**src/rtl/mac_tx_arb.sv**
```systemverilog
// Transmit arbiter: N frame sources share one MAC transmit port, with a grant per frame,
// an inter-frame gap and a payload-length watchdog. Define MAC_TX_ARB_PRIO_EN for fixed priority.
package mac_tx_arb_pkg;
  typedef struct packed {
    logic [47:0] dst;
    logic [47:0] src;
    logic [15:0] ethertype;
  } mac_hdr_t;
endpackage

module mac_tx_arb
  import mac_tx_arb_pkg::*;
#(
  parameter int N          = 2,
  parameter int IFG_CYCLES = 12,
  parameter int MAX_LEN    = 1500
) (
  input  logic                clk,
  input  logic                rst,
  input  logic [N-1:0]        req_avl,
  input  mac_hdr_t [N-1:0]    req_hdr,
  input  logic [N-1:0][7:0]   req_d,
  input  logic [N-1:0]        req_v,
  input  logic [N-1:0]        req_eof,
  output logic [N-1:0]        req_rdy,
  output logic [N-1:0]        req_err,
  output logic                mac_avl,
  output mac_hdr_t            mac_hdr,
  input  logic                mac_rdy,
  output logic [7:0]          mac_d,
  output logic                mac_v,
  output logic                mac_sof,
  output logic                mac_eof,
  output logic                mac_err,
  output logic [N-1:0]        gnt
);

  typedef enum logic [1:0] {IDLE, WAIT_RDY, XFER, GAP} state_t;
  localparam int IW = (N > 1) ? $clog2(N) : 1;

  state_t        state_q, state_d;
  logic [IW-1:0] win_q, win_d, last_q, last_d, pick;
  logic [N-1:0]  gnt_q, gnt_d, rdy_q, rdy_d, err_q, err_d, drop_q, drop_d, elig;
  mac_hdr_t      hdr_q, hdr_d;
  logic          avl_q, avl_d, v_q, v_d, sof_q, sof_d, eof_q, eof_d, first_q, first_d;
  logic [7:0]    d_q, d_d;
  logic [15:0]   cnt_q, cnt_d, cnt_inc, gap_q, gap_d;
  logic          found, to_gap;

  // A requester cut off by the watchdog stays out of arbitration until it drops req_avl.
  always_comb begin : arb
`ifndef MAC_TX_ARB_PRIO_EN
    int idx;
`endif
    elig  = req_avl & ~drop_q;
    found = 1'b0;
    pick  = '0;
`ifdef MAC_TX_ARB_PRIO_EN
    for (int i = N - 1; i >= 0; i--) begin
      if (elig[i]) begin
        found = 1'b1;
        pick  = IW'(i);
      end
    end
`else
    for (int k = 0; k < N; k++) begin
      idx = int'(last_q) + 1 + k;
      if (idx >= N) idx = idx - N;
      if (!found && elig[idx]) begin
        found = 1'b1;
        pick  = IW'(idx);
      end
    end
`endif
  end

  // NOTE: every signal written here gets a default first, so no path can infer a latch.
  always_comb begin : fsm
    state_d = state_q;
    win_d   = win_q;
    last_d  = last_q;
    gnt_d   = gnt_q;
    hdr_d   = hdr_q;
    avl_d   = avl_q;
    rdy_d   = '0;
    err_d   = '0;
    d_d     = d_q;
    v_d     = 1'b0;
    sof_d   = 1'b0;
    eof_d   = 1'b0;
    first_d = first_q;
    cnt_d   = cnt_q;
    gap_d   = gap_q;
    drop_d  = drop_q & req_avl;
    cnt_inc = cnt_q + 16'd1;
    to_gap  = 1'b0;

    case (state_q)
      IDLE: begin
        if (found) begin
          win_d       = pick;
          gnt_d       = '0;
          gnt_d[pick] = 1'b1;
          hdr_d       = req_hdr[pick];
          avl_d       = 1'b1;
          state_d     = WAIT_RDY;
        end
      end
      WAIT_RDY: begin
        if (!req_avl[win_q]) begin
          avl_d  = 1'b0;
          to_gap = 1'b1;
        end else if (mac_rdy) begin
          avl_d        = 1'b0;
          rdy_d[win_q] = 1'b1;
          cnt_d        = '0;
          first_d      = 1'b1;
          state_d      = XFER;
        end
      end
      XFER: begin
        d_d = req_d[win_q];
        if (req_v[win_q]) begin
          v_d     = 1'b1;
          sof_d   = first_q;
          first_d = 1'b0;
          cnt_d   = cnt_inc;
          if (req_eof[win_q]) begin
            eof_d  = 1'b1;
            to_gap = 1'b1;
          end else if (cnt_inc == 16'(MAX_LEN)) begin
            eof_d         = 1'b1;
            err_d[win_q]  = 1'b1;
            drop_d[win_q] = 1'b1;
            to_gap        = 1'b1;
          end
        end
      end
      GAP: begin
        // A zero-length gap still spends one cycle here.
        if (IFG_CYCLES <= 1 || gap_q == 16'(IFG_CYCLES - 1)) state_d = IDLE;
        else gap_d = gap_q + 16'd1;
      end
      default: state_d = IDLE;
    endcase

    if (to_gap) begin
      gnt_d   = '0;
      last_d  = win_q;
      gap_d   = '0;
      state_d = GAP;
    end
  end

  // NOTE: state registers use non-blocking assignments so every flop samples pre-edge values.
  always_ff @(posedge clk or negedge rst) begin
    if (!rst) begin
      state_q <= IDLE;
      win_q   <= '0;
      last_q  <= IW'(N - 1);
      gnt_q   <= '0;
      hdr_q   <= '0;
      avl_q   <= 1'b0;
      rdy_q   <= '0;
      err_q   <= '0;
      d_q     <= '0;
      v_q     <= 1'b0;
      sof_q   <= 1'b0;
      eof_q   <= 1'b0;
      first_q <= 1'b0;
      cnt_q   <= '0;
      gap_q   <= '0;
      drop_q  <= '0;
    end else begin
      state_q <= state_d;
      win_q   <= win_d;
      last_q  <= last_d;
      gnt_q   <= gnt_d;
      hdr_q   <= hdr_d;
      avl_q   <= avl_d;
      rdy_q   <= rdy_d;
      err_q   <= err_d;
      d_q     <= d_d;
      v_q     <= v_d;
      sof_q   <= sof_d;
      eof_q   <= eof_d;
      first_q <= first_d;
      cnt_q   <= cnt_d;
      gap_q   <= gap_d;
      drop_q  <= drop_d;
    end
  end

  assign gnt     = gnt_q;
  assign req_rdy = rdy_q;
  assign req_err = err_q;
  assign mac_avl = avl_q;
  assign mac_hdr = hdr_q;
  assign mac_d   = d_q;
  assign mac_v   = v_q;
  assign mac_sof = sof_q;
  assign mac_eof = eof_q;
  assign mac_err = 1'b0;

endmodule

```
**config.mk**
```make
export PLATFORM = sky130hd
export DESIGN_NAME = mac_tx_arb
export DESIGN_NICKNAME = d
export VERILOG_FILES = /design/src/rtl/mac_tx_arb.sv
export SDC_FILE = /design/constraint.sdc
export NUM_CORES = 1
export LEC_CHECK = 0
export BUFFER_PORTS_ARGS = -buffer_cell sky130_fd_sc_hd__buf_2
export CAP_MARGIN = 20
export CORE_AREA = 2 2 146 148
export DETAILED_ROUTE_END_ITERATION = 10
export DIE_AREA = 0 0 148 150
export PLACE_DENSITY = 0.72
export SYNTH_ARGS = -nofsm -noshare
export SYNTH_HDL_FRONTEND = slang
export SYNTH_SLANG_ARGS = --single-unit
```
**constraint.sdc**
```tcl
create_clock -name clk -period 1.9 [get_ports clk]
set_input_delay 0.57 -clock clk [delete_from_list [all_inputs] [get_ports clk]]
set_output_delay 0.57 -clock clk [all_outputs]
set_load 0.1 [all_outputs]
```
Word-level counts from Yosys, hierarchy flattened. Cells that the tools add are included.

Register bits: 169. Bits of input ports: 249. Output and inout bits: 131. Logic and storage cells: 139.

Add/sub/neg operators: 6. $lt $le $gt $ge: 8. Equal/unequal tests: 15. Mux-type cells: 71. Bitwise operators: 4. Reduce and logical (&&, ||, !) cells: 17.

Operator list (number): two-way mux 112 bit (2); two-way mux 16 bit (6); < comparator 32 x 3 -> 1 bit, second input constant (2); two-way mux 32 bit (2); two-way mux 2 bit (19); two-way mux 1 bit (33); adder 16 x 1 -> 16 bit, second input constant (2); greater-or-equal comparator 32 x 3 -> 1 bit, second input constant (1); one-hot mux 16 bit (2 select lines) (1); subtractor 32 x 3 -> 32 bit, second input constant (1); == test 16 x 11 -> 1 bit, second input constant (1); == test 16 x 4 -> 1 bit, second input constant (1); two-way mux 8 bit (2); != test 3 bit, second input constant (5); != test 2 bit, second input constant (5); nonzero test 2 bit (5); one-hot mux 1 bit (2 select lines) (3); one-hot mux 2 bit (3 select lines) (1); AND reduction 2 bit (3); AND reduction 5 bit (1); AND 2 bit (2); == test 2 bit, second input constant (2); < comparator 1 x 2 -> 1 bit, second input constant (2); AND reduction 4 bit (1); 14 further kinds (18).

Longest topological paths before layout.
Depth in word-level cells: 17. Depth in mapped cells: 10. Depth with buffers taken out: 8.

Worst setup path before layout. No wires, ideal clock.

Kind: reg-to-reg. Start: reg cnt_q[0]. End: reg last_q. Library setup time: 85 ps. Arrival time: 2013 ps. Data required time: 1815 ps. Setup slack: -198 ps. Cell stages (with the launch flop): 8. Buffers on the path: 0. Clock period less this slack: 2098 ps. Path through: dfrtp_1 -> ha_1 -> nand2b_1 -> a2111o_1 -> a211oi_2 -> nand3_1 -> o21ai_2 -> mux2_1.

Cells in the longest elaborated chain, start to end: 6.

RTL lines: from (decl) (RTL line 47) `logic [15:0] cnt_q, cnt_d, cnt_inc, gap_q, gap_d;`; from (signal assigned) (RTL line 188) `cnt_q <= cnt_d;`; adder 16 x 1 -> 16 bit (RTL line 95) `cnt_inc = cnt_q + 16'd1;`; == test 16 x 11 -> 1 bit (RTL line 131) `end else if (cnt_inc == 16'(MAX_LEN)) begin`; two-way mux 1 bit (RTL line 131); two-way mux 1 bit (RTL line 128) `if (req_eof[win_q]) begin`; two-way mux 1 bit (RTL line 123) `if (req_v[win_q]) begin`; one-hot mux 1 bit (2 select lines) (RTL line 98) `case (state_q)`; to (signal assigned) (RTL line 160) `last_q <= IW'(N - 1);`; to (signal assigned) (RTL line 177) `last_q <= last_d;`; to (decl) (RTL line 42) `logic [IW-1:0] win_q, win_d, last_q, last_d, pick;`.

No other way between the ends. A chain may end at the register's enable or synchronous reset.

Worst setup path in the final report. Same ends and word-level chain as after synthesis.

==> flow_summary.json <==
{
  "die_y_um": 150,
  "synth_compound_area_share_pct": 11.9,
  "synth-edff-count": 0,
  "yosys-mux-area-fraction_pct": 15.9,
  "fp-row-count": 53,
  "max_stage_delay_ns": 0.41,
  "nFillCells": 1802,
  "cts-root-buf": "clkbuf_16",
  "gp_congestion": 0.875,
  "path_max_fanout": 4,
  "async_flop_share_pct": 100,
  "cp.required_ns": 2.25,
  "seq_area_frac_synth_pct": 52.2,
  "drv_cap": 0,
  "io_buffers": 378,
  "synth_top_family_by_area": "multiplexers",
  "cp_cell_sequence": "ha_4 > nand2b_4 > a2111o_1 > a211oi_2 > nand3_1 > o21ai_4 > mux2_4",
  "clockBufferDepth": 2,
  "layout.nets": 1511,
  "cp-start-kind": "flop",
  "hp-class": "input port to async pin",
  "setup_violations": 26,
  "synthesis.area_um2": 8100,
  "area_growth_pct": 48.6,
  "dpl.hpwl_um": 21500,
  "hold_viol_final": 0,
  "crit_path_top_delay_cell": "dfrtp_1",
  "num_vias": 7714,
  "ys_warn_count": 0,
  "clk-insertion-delay-late_ns": 0.43,
  "drc": 0,
  "fmax_ghz": 0.481,
  "fin_skew_ns": 0.0140,
  "rsz0062_at_grt": "true",
  "final_core_util_pct": 58.2,
  "post_drt_wl_per_cell_um": 17.9,
  "worst_pin_slew_ns": 0.550,
  "overflow": 0,
  "min_period_ns": 2.08,
  "core_area_um2": 20700,
  "start_util_pct": 39.1,
  "grt_pass1_wl_um": 40400,
  "antenna_left": 0,
  "syn_nets": 1059,
  "cts.sinks": 169,
  "synth-main-ff-cell": "dfrtp_1",
  "relSlewSlack_pct": 63.6,
  "viasPerCell": 4.95,
  "tns_ns": -3.10,
  "clk_pin_slew_ns": 0.07,
  "routed_wl_um": 28000,
  "antenna_found_initial": 20,
  "yosys.area_share.simple_pct": 13.7,
  "dieWidth_um": 148,
  "ys_seq_elements": 169,
  "synth_cell_types": 46,
  "cts_tree": "done",
  "die_area_um2": 22200,
  "synthXorXnorAreaFrac_pct": 2.06,
  "numCtsBuffers": 17,
  "drv_slew": 0,
  "setup.worst_path.class": "flop to flop",
  "violations": "setup timing",
  "grt_max_degree": 48,
  "track_usage_pct": 23.9,
  "syn_inst": 803,
  "crit_arrival_ns": 2.42,
  "dr.pass1.iters": 4,
  "synthAdderAreaFrac_pct": 1.08,
  "fin_crit_sh_pct": 109,
  "grt_pass1_vias": 7570,
  "ioPinCount": 380,
  "layout_setup_ws_ns": -0.179,
  "worst_setup_path_end_kind": "flop",
  "drtIter0Drc": 394,
  "seq_area_um2": 4230,
  "htreeDepth": 4,
  "outcome": "complete, but fails checks",
  "syn-mean-instance-area_um2": 10.1,
  "drive_above_1_share_pct": 43.5,
  "multi_input_area_um2": 3760
}
-- worst max-delay path: cells and delay by family, from the launching register on --
| family | cells | cell delay, ns |
|---|---|---|
| flip-flops | 1 | 0.41 |
| multiplexers | 1 | 0.33 |
| AND/OR/NAND/NOR | 2 | 0.28 |
| AO/OA/AOI/OAI | 3 | 0.82 |
| adder cells (fa/ha/maj) | 1 | 0.18 |
-- Yosys cell counts, drive strengths merged, types with 7 or more instances --
master  number  area share, %
dfrtp      168             52
xor2        12            1.3
nand2b       7           0.54
mux2i      123             15
nand2       30            1.4
o21ai       16            1.0
nor3         8           0.49
inv          9           0.42
clkbuf      28            1.3
buf         24            1.4
ha           7            1.1
xnor2        7           0.76
nand4       11            1.0
a22o        11            1.2
nor2       157            7.3
a21oi      125            7.7
nand3       15           0.99
-- per-layer routing --
metal / up-vias / GRT usage [%] / share of wire [%]
met2: 243 / 43.2 / 54
met5: - / 0 / 0
met3: 56 / 4.97 / 4.5
met1: 3698 / 27.4 / 38
li1: 3717 / - / -
met4: 0 / 10.3 / 3.7
-- worst paths after layout --
path,startpoint,endpoint,slack [ns],cells after the start
min in group clk,req_eof[1],req_err[1]$_DFF_PN0_,0.36,2
max reg2reg,cnt_q[0]$_DFFE_PN0P_,last_q$_DFFE_PN1N_,-0.18,7
max,cnt_q[0]$_DFFE_PN0P_,last_q$_DFFE_PN1N_,-0.18,7
min reg2reg,drop_q[1]$_DFF_PN0_,drop_q[1]$_DFF_PN0_,0.48,1
max in group asynchronous,rst,mac_hdr[94]$_DFFE_PN0P_,1.31,2
min,rst,mac_hdr[109]$_DFFE_PN0P_,0.03,1
-- final cells by class --
| cell class | instances | area share [%] |
|---|---|---|
| Multi-Input combinational cell | 573 | 31.2 |
| Timing Repair Buffer | 485 | 25.3 |
| Inverter | 9 | 0.281 |
| Sequential cell | 169 | 35.2 |
| Tap cell | 275 | 2.86 |
| Clock buffer | 19 | 3.68 |
| Clock inverter | 13 | 1.13 |
| Antenna cell | 16 | 0.333 |
-- metrics by stage --
stage / hold slack [ns] / instance area (um2) / std cells / setup WS (ns)
5_1_grt: 0.0293 / 12000 / 1551 / -0.299
6_report: 0.0286 / 12000 / 1559 / -0.179
4_1_cts: 0.0217 / 11800 / 1536 / -0.211
3_5_place_dp: 0.468 / 11100 / 1499 / -0.249
3_3_place_gp: 0.458 / 11100 / 1499 / -0.230
2_1_floorplan: 0.274 / 8120 / 803 / -0.108
-- cell usage in the layout (no fill, tap or decap), types with 4 or more instances in the layout --
cell type	netlist	routed
a21o_1	6	6
a21oi_1	125	125
a22o_1	11	11
buf_12	0	15
buf_16	0	4
buf_2	14	373
buf_4	2	83
buf_6	0	4
clkbuf_16	0	20
dfrtp_1	168	166
diode_2	0	16
inv_1	9	6
inv_6	0	4
mux2i_1	123	123
nand2_1	29	29
nand2b_1	7	6
nand3_1	14	13
nand4_1	9	9
nor2_1	157	157
nor3_1	8	7
o21ai_0	15	15
xnor2_1	7	7
xor2_1	12	12
-- kinds of logic (layout without fill, tap and decap cells) --
logic type               after synthesis  after routing
AND/OR/NAND/NOR                      247            247
multiplexers                         128            128
flip-flops                           169            169
XOR/XNOR                              19             19
other                                  1             17
buffers and inverters                 61            526
adder cells (fa/ha/maj)                7              7
AO/OA/AOI/OAI                        171            171
-- repair_timing --
item                       CTS  global route
gates resized for setup     12            28
setup buffers                4             5
pin swaps                    7             8
hold buffers                 0             0
hold endpoints to repair     0             0
setup endpoints to repair   30            68
cloned                       2             3
-- state kept, by name (all words and copies together), names as in the netlist --
signal / count
first_q: 1
mac_eof: 1
mac_sof: 1
last_q: 1
drop_q: 2
gap_q: 16
state_q: 2
req_err: 2
mac_hdr: 112
gnt: 2
mac_avl: 1
cnt_q: 16
req_rdy: 2
mac_v: 1
win_q: 1
mac_d: 8
Power is left out: the tool's default activity adds up to more than one toggle a clock period on the data nets, which glitch-free logic cannot reach.
